===== config.mk =====
export PLATFORM = sky130hd
export DESIGN_NAME = uart_tx_cfg
export DESIGN_NICKNAME = d
export VERILOG_FILES = /design/src/rtl/uart_pkg.sv /design/src/rtl/uart_baud_tick.sv /design/src/rtl/uart_tx_cfg.sv
export SDC_FILE = /design/constraint.sdc
export NUM_CORES = 1
export LEC_CHECK = 0
export ABC_CLOCK_PERIOD_IN_PS = 4500
export BUFFER_PORTS_ARGS = -buffer_cell sky130_fd_sc_hd__buf_2
export CORE_ASPECT_RATIO = 1.1
export CORE_MARGIN = 5
export CORE_UTILIZATION = 30
export DETAILED_ROUTE_END_ITERATION = 7
export GPL_TIMING_DRIVEN = 0
export SYNTH_ARGS = -nofsm -noshare
export SYNTH_HDL_FRONTEND = slang
export SYNTH_SLANG_ARGS = --single-unit

===== constraint.sdc =====
create_clock -name clk -period 4.5 [get_ports clk]
set_input_delay 0.225 -clock clk [delete_from_list [all_inputs] [get_ports clk]]
set_output_delay 0.225 -clock clk [all_outputs]
set_load 0.02 [all_outputs]

===== src/rtl/uart_pkg.sv =====
// uart_pkg: shared state/parity encodings and frame-config helpers for the UART family
package uart_pkg;
  localparam logic [2:0] IDLE = 3'd0, START = 3'd1, DATA = 3'd2, PARITY = 3'd3, STOP = 3'd4;
  localparam logic [1:0] PAR_NONE = 2'd0, PAR_ODD = 2'd1, PAR_EVEN = 2'd2;
  function automatic int unsigned div_default(input int unsigned clk_freq, input int unsigned bps);
    return clk_freq / bps;
  endfunction
  function automatic logic [3:0] clamp_bits(input logic [3:0] bits, input int max_w);
    return (bits < 4'd5) ? 4'd5 : (int'(bits) > max_w) ? 4'(max_w) : bits;
  endfunction
  function automatic int unsigned clamp_div(input int unsigned div, input int unsigned dflt);
    return (div == 0) ? dflt : (div == 1) ? 2 : div;
  endfunction
endpackage


===== src/rtl/uart_baud_tick.sv =====
// uart_baud_tick: bit-period counter, ticks on the last cycle of each period
module uart_baud_tick #(
  parameter int DIV_W = 16
) (
  input  logic             clk,
  input  logic             rst_n,
  input  logic             enable,
  input  logic [DIV_W-1:0] divisor,
  output logic             tick
);
  logic [DIV_W-1:0] cnt;
  assign tick = enable && (cnt == divisor - DIV_W'(1));
  always_ff @(posedge clk or negedge rst_n)
    if (!rst_n) cnt <= '0;
    else cnt <= (enable && !tick) ? cnt + DIV_W'(1) : '0;
endmodule


===== src/rtl/uart_tx_cfg.sv =====
// uart_tx_cfg: run-time configurable UART transmitter with valid/ready input
module uart_tx_cfg
  import uart_pkg::*;
#(
  parameter int unsigned CLK_FREQ = 50_000_000,
  parameter int unsigned UART_BPS = 115200,
  parameter int          DATA_W   = 8,
  parameter int          DIV_W    = 16
) (
  input  logic              clk,
  input  logic              rst_n,
  input  logic              tx_valid,
  output logic              tx_ready,
  input  logic [DATA_W-1:0] tx_data,
  input  logic [3:0]        cfg_data_bits,
  input  logic [1:0]        cfg_parity,
  input  logic              cfg_stop2,
  input  logic [DIV_W-1:0]  cfg_baud_div,
  output logic              uart_txd,
  output logic              uart_tx_busy,
  output logic              uart_tx_done
);
  localparam int unsigned DIV_DEFAULT = div_default(CLK_FREQ, UART_BPS);
  logic [2:0] state, state_n;
  logic [3:0] idx, idx_n, nbits_q, nbits_in;
  logic [DATA_W-1:0] data_q, mask, sh;
  logic [DIV_W-1:0] div_q;
  logic par_en_q, par_bit_q, stop2_q, tick, txd_n, last_data, last_stop;
  assign nbits_in = clamp_bits(cfg_data_bits, DATA_W);
  always_comb for (int i = 0; i < DATA_W; i++) mask[i] = i < int'(nbits_in);
  uart_baud_tick #(.DIV_W(DIV_W)) u_tick (
    .clk(clk), .rst_n(rst_n), .enable(state != IDLE), .divisor(div_q), .tick(tick)
  );
  assign last_data = idx == nbits_q - 4'd1;
  assign last_stop = idx == {3'd0, stop2_q};
  always_comb begin
    state_n = state;
    idx_n = idx;
    case (state)
      IDLE: if (tx_valid) begin state_n = START; idx_n = '0; end
      START: if (tick) state_n = DATA;
      DATA: if (tick) begin
        state_n = last_data ? (par_en_q ? PARITY : STOP) : DATA;
        idx_n = last_data ? 4'd0 : idx + 4'd1;
      end
      PARITY: if (tick) state_n = STOP;
      STOP: if (tick) begin
        state_n = last_stop ? IDLE : STOP;
        idx_n = last_stop ? 4'd0 : idx + 4'd1;
      end
      default: begin state_n = IDLE; idx_n = '0; end
    endcase
    sh = data_q >> idx_n;
    // txd is registered from next-state so the pad never sees decode glitches
    txd_n = (state_n == START) ? 1'b0 : (state_n == DATA) ? sh[0] : (state_n == PARITY) ? par_bit_q : 1'b1;
  end
  always_ff @(posedge clk or negedge rst_n)
    if (!rst_n) begin
      state <= IDLE;
      idx <= '0;
      data_q <= '0;
      nbits_q <= '0;
      div_q <= '0;
      par_en_q <= 1'b0;
      par_bit_q <= 1'b0;
      stop2_q <= 1'b0;
      uart_txd <= 1'b1;
      uart_tx_busy <= 1'b0;
      uart_tx_done <= 1'b0;
      tx_ready <= 1'b1;
    end else begin
      state <= state_n;
      idx <= idx_n;
      uart_txd <= txd_n;
      uart_tx_busy <= state_n != IDLE;
      tx_ready <= state_n == IDLE;
      uart_tx_done <= (state == STOP) && (state_n == IDLE);
      if (tx_valid && tx_ready) begin
        data_q <= tx_data;
        nbits_q <= nbits_in;
        par_en_q <= (cfg_parity == PAR_ODD) || (cfg_parity == PAR_EVEN);
        par_bit_q <= (^(tx_data & mask)) ^ (cfg_parity == PAR_ODD);
        stop2_q <= cfg_stop2;
        div_q <= DIV_W'(clamp_div(32'(cfg_baud_div), DIV_DEFAULT));
      end
    end
endmodule


==> results of run 1 <==
final timing paths:
kind | start | to | slack (ns)
worst max-delay path | div_q[3] | uart_txd | 0.48
worst min-delay path | rst_n | u_tick.cnt[13] | -0.05
worst max register to register | div_q[3] | uart_txd | 0.48
worst min register to register | data_q[5] | data_q[5] | 0.47
max in group asynchronous | rst_n | u_tick.cnt[4] | 4.02
min in group clk | cfg_stop2 | stop2_q | 0.10
stage by stage:
stage                     hold slack [ns]  worst slack, ns  area, um^2
after global routing               0.0445            0.226        4180
final                             -0.0498            0.484        4180
after global placement              0.422            0.681        3880
after CTS                          0.0942            0.536        4180
after floorplan                   -0.0706             1.04        3510
after detailed placement            0.432            0.619        3880
state kept, by name (all words and copies together), names as in the netlist:
signal and count:
div_q 16, u_tick.cnt 16, data_q 8, idx 4, nbits_q 4, state 3
par_bit_q 1, par_en_q 1, stop2_q 1, tx_ready 1, uart_tx_busy 1, uart_tx_done 1
uart_txd 1
worst max-delay path: stages (launching register included):
cell and delay [ns]:
dfrtp_1 0.36, clkbuf_1 0.19, nor4_1 0.79, and3_1 0.39
mux2i_1 0.24, a211o_1 0.19, nand2b_1 0.09, or4_1 0.39
buf_2 0.17, a221oi_4 0.43, mux2i_1 0.23, mux2i_1 0.09
o211ai_1 0.22, a31oi_1 0.12
cell usage after synthesis (all sizes together), types with 5 or more instances:
cell | number | area, um^2
a21oi | 12 | 60.1
and3 | 5 | 31.3
clkbuf | 16 | 60.1
dfrtp | 56 | 1400
ha | 5 | 62.6
inv | 20 | 75.1
mux2i | 6 | 60.1
nand2 | 77 | 289
nand3 | 14 | 70.1
nor2 | 41 | 154
nor3 | 6 | 30.0
nor4 | 9 | 62.6
o21ai | 10 | 50.0
o22a | 5 | 43.8
xnor2 | 33 | 289
xor2 | 18 | 158
cell usage in the layout, fill, tap and decap left out, types with 3 or more instances in the layout:
master	netlist	routed
nand2_1	77	77
dfrtp_1	56	56
nor2_1	41	41
buf_2	1	37
xnor2_1	33	33
inv_1	20	20
xor2_1	18	18
clkbuf_1	16	17
nand3_1	14	14
a21oi_1	12	12
o21ai_0	9	9
clkbuf_16	0	9
nor4_1	8	8
nor3_1	6	6
mux2i_1	6	6
and3_1	5	5
o22a_1	5	5
ha_1	5	5
nand2b_1	4	4
nand3b_1	4	4
nor2b_1	4	4
a31oi_1	4	4
or4_1	3	3
o31ai_1	3	3
nand4_1	3	3
clkinv_2	0	3
cell type report:
class | count | area, um^2 | area share [%]
multi-input cells | 305 | 1900 | 45.4
flip-flops and latches | 58 | 1450 | 34.8
clock buffers | 11 | 243 | 5.81
repair buffers | 37 | 188 | 4.49
well taps | 150 | 188 | 4.49
plain buffers | 19 | 80.1 | 1.92
inverters | 20 | 75.1 | 1.80
clock inverters | 5 | 53.8 | 1.29
metal layers:
layer	track usage, %	routed length, um
met4	5.56	166
met2	19.0	3630
met3	3.33	373
met1	17.8	4230
met5	0	0
power by group through the flow:
stage          Clock, mW  Sequential (mW)  Combinational [mW]
2_1_floorplan          0            0.531              0.0161
5_1_grt            0.715            0.522              0.0563
6_report           0.676            0.522              0.0498
4_1_cts            0.685            0.522              0.0509
3_3_place_gp           0            0.531              0.0503
3_5_place_dp           0            0.531              0.0507
logic make-up (layout without fill, tap and decap cells):
kind of cell    after synthesis  in the layout  synth area share [%]
fa+ha+maj                     5              5                  1.78
xor+xnor                     51             51                  12.7
compound gates               59             59                  12.7
mux                           7              7                  2.03
simple gates                183            183                  24.8
flops                        58             58                  41.5
buf+inv                      39             92                  4.42
==> flow_summary.yaml, run 1 <==
status:
  status: "complete, but fails checks"
  violations: "negative hold slack"
detailed_routing:
  drt_first_pass_iters: 4
  dr_total_vias: 2974
  drc: 0
  ant_nets: 0
  wl_per_cell_um: 13.9
  drt_wl_total_um: 8400
  drt_iter0_drc: 172
  via_per_inst: 4.92
floorplan:
  start_util_pct: 30.7
  die_w_um: 113
  ios: 38
  die_y_um: 123
  die_area_um2: 14000
  rows: 41
  core-area_um2: 11400
placed_design:
  io_buffers: 37
  hpwlAfterDp_um: 6310
  place.gp.congestion: 0.834
  dpl.cell_count: 589
sta:
  hold_violations: 34
  slew_violations: 0
  timing.hold.ws_ns: -0.0498
  grt_setup_unrepaired: "no"
  layout_min_cycle_time_ns: 4.02
  fin_crit_sh_pct: 89.2
  fmax_mhz: 249
  tightestPinTransition_ns: 0.990
  maxSlewHeadroom_pct: 33.4
  setup_viol: 0
  clock_skew_ns: 0.00419
  fin_tns_setup_ns: 0
logic_synthesis:
  synth-edff-count: 0
  synth_seq_cells: 58
  yosys_warnings: 0
  ys.flop_type: "dfrtp_1"
  seq_area_frac_synth_pct: 41.5
  netlist_area_um2: 3510
  synth.distinct_cells: 58
  synthArstFlopShare_pct: 100
  syn-num-nets: 441
  synthCells: 402
  syn_avg_cell_area_um2: 8.72
finish:
  fillers: 1200
  utilization_pct: 36.5
  fin_cells: 605
  drive_gt1_share_pct: 14.5
  fin_nets: 489
  syn_to_final_growth_pct: 19.2
  num_antenna_cells: 0
flow_run:
  cap_viol_max_count: 0
cts:
  post_cts_buffers: 0
  hold_buffers: 0
  clkTransAtPathRegs_ns: 0.05
  cts_buffers: 9
  htreeDepth: 3
  clockBufferDepth: 2
  cts_resized: 0
  root_buffer: "clkbuf_16"
  cts_sinks: 58
  clk_latency_ns: 0.32
  cts_tree: "done"
global_route:
  grt_max_degree: 59
  grt_pass1_wl_um: 14300
  antenna_found_initial: 0
  grt_use_total_pct: 12.9
  grt_pass1_vias: 2948
  overflow: 0
setup_path:
  crit_required_ns: 4.73
  arrival_ns: 4.24
  r2r_cells: 13
  worstPathMaxFanout: 8
  critPathLaunchType: "register"
  endpoint_kind: "register"
  critical_path_class: "reg2reg"
pwr:
  power_mw: 1.25
  ir_drop_mv: 0.133
  switching_power_uw: 264
  p_seq_share_pct: 41.8
  p_int_uw: 984
  pwr-share-comb_pct: 4.0
  switching_share_pct: 21.2
  power.leakage_nw: 1.90
  power.density_nw_per_um2: 299
  clkPwrFrac_pct: 54.2
min_path:
  hold_path.class: "in2async"
No activity file was read; power rests on OpenSTA's default activity.
==> run 2: changes to the inputs <==
--- a/config.mk
+++ b/config.mk
@@ -12,6 +12,7 @@
 export CORE_UTILIZATION = 30
 export DETAILED_ROUTE_END_ITERATION = 7
 export GPL_TIMING_DRIVEN = 0
+export PLACE_DENSITY_LB_ADDON = 0.15
 export SYNTH_ARGS = -nofsm -noshare
 export SYNTH_HDL_FRONTEND = slang
 export SYNTH_SLANG_ARGS = --single-unit
==> flow_summary.yaml, run 2 (synthesis results as in run 1) <==
cts:
  htreeDepth: 3
  clockBufferDepth: 2
  cts_resized: 0
  post_cts_buffers: 0
  cts_sinks: 58
  cts_tree: "done"
  clkTransAtPathRegs_ns: 0.06
  cts_buffers: 9
  root_buffer: "clkbuf_16"
  hold_buffers: 0
  clk_latency_ns: 0.34
min_path:
  hold_path.class: "in2async"
sta:
  grt_setup_unrepaired: "no"
  tightestPinTransition_ns: 0.959
  fin_tns_setup_ns: 0
  slew_violations: 0
  fin_crit_sh_pct: 87.5
  fmax_mhz: 254
  layout_min_cycle_time_ns: 3.94
  setup_viol: 0
  maxSlewHeadroom_pct: 35.5
  timing.hold.ws_ns: -0.0237
  hold_violations: 56
  clock_skew_ns: 0.00733
pwr:
  power.density_nw_per_um2: 314
  ir_drop_mv: 0.120
  power_mw: 1.32
  power.leakage_nw: 1.91
finish:
  drive_gt1_share_pct: 14.7
  fin_nets: 489
  largestRegisters: "div_q x16, u_tick.cnt x16, data_q x8"
  mostFrequentLayoutCell: "nand2_1"
  seq_area_um2: 1450
  syn_to_final_growth_pct: 20.1
  num_antenna_cells: 0
  fillers: 1183
  multiInputGateArea_um2: 1900
  layout_common_cells: "nand2_1, dfrtp_1, nor2_1, buf_2, xnor2_1"
global_route:
  grt_max_degree: 59
  antenna_found_initial: 0
  overflow: 0
  grt_pass1_vias: 3000
  grt_use_total_pct: 13.4
  grt_pass1_wl_um: 14700
setup_path:
  crit_top_cell: "mux2i_1"
  reg2reg_slack_ns: 0.56
  crit_chain: "clkbuf_1, nor4_1, and3_1, mux2i_1, a211o_1, nand2b_1, or4_1, buf_2, a221oi_4, mux2i_1, mux2i_1, o211ai_1, a31oi_1"
  max_stage_delay_ns: 0.76
  worstPathMaxFanout: 8
  timing.rr.start: "div_q[3]"
  cp.depth: 13
  endpoint_kind: "register"
  r2r_cells: 13
  arrival_ns: 4.17
  critPathLaunchType: "register"
  critical_path_class: "reg2reg"
  crit_family: "simple AND/OR/NAND/NOR gates"
  critPathLaunch: "div_q[3]"
  crit_required_ns: 4.74
  cp_slowest_cell: "nor4_1"
  critPathBufInv: 2
status:
  status: "complete, but fails checks"
  violations: "negative hold slack"
floorplan:
  ios: 38
  core-area_um2: 11400
  die_w_um: 113
  die_y_um: 123
  start_util_pct: 30.7
  die_area_um2: 14000
  rows: 41
detailed_routing:
  ant_nets: 0
  drc: 0
  drt_iter0_drc: 133
  drt_wl_total_um: 8860
  via_per_inst: 4.91
  wl_per_cell_um: 14.6
  dr_total_vias: 2971
  drt_first_pass_iters: 4
flow_run:
  cap_viol_max_count: 0
placed_design:
  io_buffers: 37
  hpwlAfterDp_um: 6580
  place.gp.congestion: 0.835
-- run 2: power breakdown --
| group | internal [mW] | switching [mW] |
|---|---|---|
| Combinational | 0.0208 | 0.0296 |
| Clock | 0.500 | 0.252 |
| Sequential | 0.522 | 0 |
| Total | 1.04 | 0.281 |
-- run 2: per-stage QoR --
| step | cells | setup WS, ns | util [%] | area, um^2 | hold WS, ns |
|---|---|---|---|---|---|
| 6_report | 605 | 0.564 | 36.8 | 4210 | -0.0237 |
| 3_3_place_gp | 589 | 0.604 | 33.9 | 3880 | 0.417 |
| 2_1_floorplan | 402 | 1.04 | - | 3510 | -0.0706 |
| 4_1_cts | 605 | 0.582 | 36.8 | 4210 | 0.0636 |
| 3_5_place_dp | 589 | 0.604 | 33.9 | 3880 | 0.420 |
| 5_1_grt | 605 | 0.252 | 36.8 | 4210 | 0.0496 |
-- run 2: layout make-up --
type | count | share of cell area [%]
Sequential cell | 58 | 34.5
Buffer | 19 | 1.90
Clock buffer | 10 | 5.67
Inverter | 20 | 1.78
Multi-Input combinational cell | 305 | 45.1
Tap cell | 150 | 4.46
Timing Repair Buffer | 37 | 4.46
Clock inverter | 6 | 2.14
-- run 2: final timing paths --
kind | endpoint
worst min-delay path | div_q[11]
worst max register to register | uart_txd
worst max-delay path | uart_txd
max in group asynchronous | state[1]
min in group clk | stop2_q
worst min register to register | data_q[4]
-- run 2: routing by layer --
layer / part of all wire, % / vias to the layer above / global-route usage [%]
met4: 2.6 / 0 / 7.06
met5: 0 / - / 0
li1: - / 1478 / -
met3: 5.0 / 16 / 2.89
met1: 51 / 1402 / 18.6
met2: 42 / 75 / 19.6
==> run 3: changes to the inputs <==
--- a/config.mk
+++ b/config.mk
@@ -11,7 +11,6 @@
 export CORE_MARGIN = 5
 export CORE_UTILIZATION = 30
 export DETAILED_ROUTE_END_ITERATION = 7
-export GPL_TIMING_DRIVEN = 0
 export PLACE_DENSITY_LB_ADDON = 0.15
 export SYNTH_ARGS = -nofsm -noshare
 export SYNTH_HDL_FRONTEND = slang
==> constraint.sdc (replaced) <==
create_clock -name clk -period 4.5 [get_ports clk]
set_input_delay 0.225 -clock clk [delete_from_list [all_inputs] [get_ports clk]]
set_output_delay 0.225 -clock clk [all_outputs]
set_load 0.1 [all_outputs]
==> flow_summary.yaml, run 3 (synthesis results as in run 1) <==
status:
  status: "finished clean"
finish:
  syn_to_final_growth_pct: 18.3
  drive_gt1_share_pct: 15.7
  num_antenna_cells: 0
  fillers: 1171
  mostFrequentLayoutCell: "nand2_1"
  seq_area_um2: 1450
  largestRegisters: "div_q x16, u_tick.cnt x16, data_q x8"
  multiInputGateArea_um2: 1900
  layout_common_cells: "nand2_1, dfrtp_1, nor2_1, buf_2, xnor2_1"
  fin_nets: 474
floorplan:
  rows: 41
  die_y_um: 123
  die_w_um: 113
  die_area_um2: 14000
  core-area_um2: 11400
  ios: 38
  start_util_pct: 30.7
detailed_routing:
  wl_per_cell_um: 14.7
  via_per_inst: 4.94
  ant_nets: 0
  drc: 0
  drt_iter0_drc: 150
  dr_total_vias: 2915
  drt_first_pass_iters: 4
  drt_wl_total_um: 8650
flow_run:
  cap_viol_max_count: 0
setup_path:
  critPathLaunchType: "register"
  arrival_ns: 4.01
  critical_path_class: "reg2reg"
  worstPathMaxFanout: 5
  endpoint_kind: "register"
  crit_top_cell: "mux2i_1"
  crit_chain: "inv_1, ha_1, or3b_2, nor2_1, nand2_1, xnor2_1, nand4_2, or4_1, a221oi_4, mux2i_1, mux2i_1, o211ai_1, a31oi_1"
  cp_slowest_cell: "or4_1"
  max_stage_delay_ns: 0.62
  crit_required_ns: 4.73
sta:
  tightestPinTransition_ns: 1.02
  clock_skew_ns: 0.00594
  fmax_mhz: 265
  maxSlewHeadroom_pct: 32.1
  grt_setup_unrepaired: "no"
  hold_violations: 0
  fin_tns_setup_ns: 0
  fin_ws_ns: 0.723
  fin_crit_sh_pct: 83.9
  layout_min_cycle_time_ns: 3.78
  slew_violations: 0
  setup_viol: 0
pwr:
  power.density_nw_per_um2: 314
  p_seq_share_pct: 40.1
  power.leakage_nw: 1.89
  pwr-share-comb_pct: 3.8
  ir_drop_mv: 0.132
  p_int_mw: 1.03
  clkPwrFrac_pct: 56.1
  switching_power_uw: 277
  switching_share_pct: 21.2
placed_design:
  hpwlAfterDp_um: 6340
  io_buffers: 37
  place.gp.congestion: 0.833
  post-place-ws_ns: 0.721
cts:
  clk_latency_ns: 0.33
  cts_sinks: 58
  cts_tree: "done"
  clockBufferDepth: 2
  cts_resized: 0
  post_cts_buffers: 0
  clkTransAtPathRegs_ns: 0.05
  root_buffer: "clkbuf_16"
  cts_buffers: 9
  htreeDepth: 3
  hold_buffers: 0
global_route:
  grt_max_degree: 59
  antenna_found_initial: 0
  grt_pass1_wl_um: 14800
  grt_use_total_pct: 13.5
  overflow: 0
  grt_pass1_vias: 2910
min_path:
  hold_path.class: "in2async"
-- run 3: changes by cell type in the layout (fill, tap and decap cells not counted) --
cell	previous run	this run
buf_1	1	0
buf_6	1	0
clkbuf_1	16	0
clkbuf_8	1	0
buf_4	1	4
clkinv_2	1	2
clkinvlp_4	1	2
clkinv_4	2	1
-- run 3: area by class of cell --
cell class                      instances  share of cell area (%)
Tap cell                              150                    4.52
Clock inverter                          7                    2.26
Inverter                               20                    1.81
Sequential cell                        58                    35.0
Clock buffer                            9                    5.43
Multi-Input combinational cell        305                    45.7
Timing Repair Buffer                   41                    5.19
-- run 3: routing by layer --
layer	wire (um)	GRT usage (%)
met2	3590	19.1
met4	179	5.48
met1	4450	19.4
met3	439	3.43
met5	0	0
-- run 3: metrics by stage --
stage          util [%]  cell area, um^2  std cells  total power, mW  hold slack (ns)
6_report           36.3             4150        590             1.30           0.0551
5_1_grt            36.3             4150        590             1.36            0.104
4_1_cts            36.3             4150        590             1.32           0.0878
3_5_place_dp       33.5             3830        574            0.582            0.434
3_3_place_gp       33.5             3830        574            0.581            0.421
2_1_floorplan         -             3510        402            0.547          -0.0706
-- run 3: power by group through the flow --
stage | Sequential (mW) | Combinational, mW | Clock, mW
after floorplan | 0.531 | 0.0161 | 0
after global placement | 0.531 | 0.0504 | 0
after detailed placement | 0.531 | 0.0510 | 0
after CTS | 0.522 | 0.0513 | 0.752
after global routing | 0.522 | 0.0561 | 0.781
final | 0.522 | 0.0496 | 0.731
-- run 3: worst paths after layout --
kind | startpoint | end | slack (ns) | cells past startpoint
min reg2reg | data_q[5] | data_q[5] | 0.47 | 2
max reg2reg | div_q[0] | uart_txd | 0.72 | 13
max in group asynchronous | rst_n | uart_tx_busy | 3.95 | 2
min in group clk | cfg_baud_div[12] | div_q[12] | 0.10 | 3
min | rst_n | u_tick.cnt[14] | 0.06 | 2
max | div_q[0] | uart_txd | 0.72 | 13
-- run 3: critical path: cells and delay by family, from the launching register on --
| family | cells | cell delay (ns) |
|---|---|---|
| AND/OR/NAND/NOR | 5 | 1.63 |
| adder cells (fa/ha/maj) | 1 | 0.21 |
| multiplexers | 2 | 0.34 |
| AO/OA/AOI/OAI | 3 | 0.77 |
| buffers and inverters | 1 | 0.09 |
| XOR/XNOR | 1 | 0.22 |
| flip-flops | 1 | 0.42 |
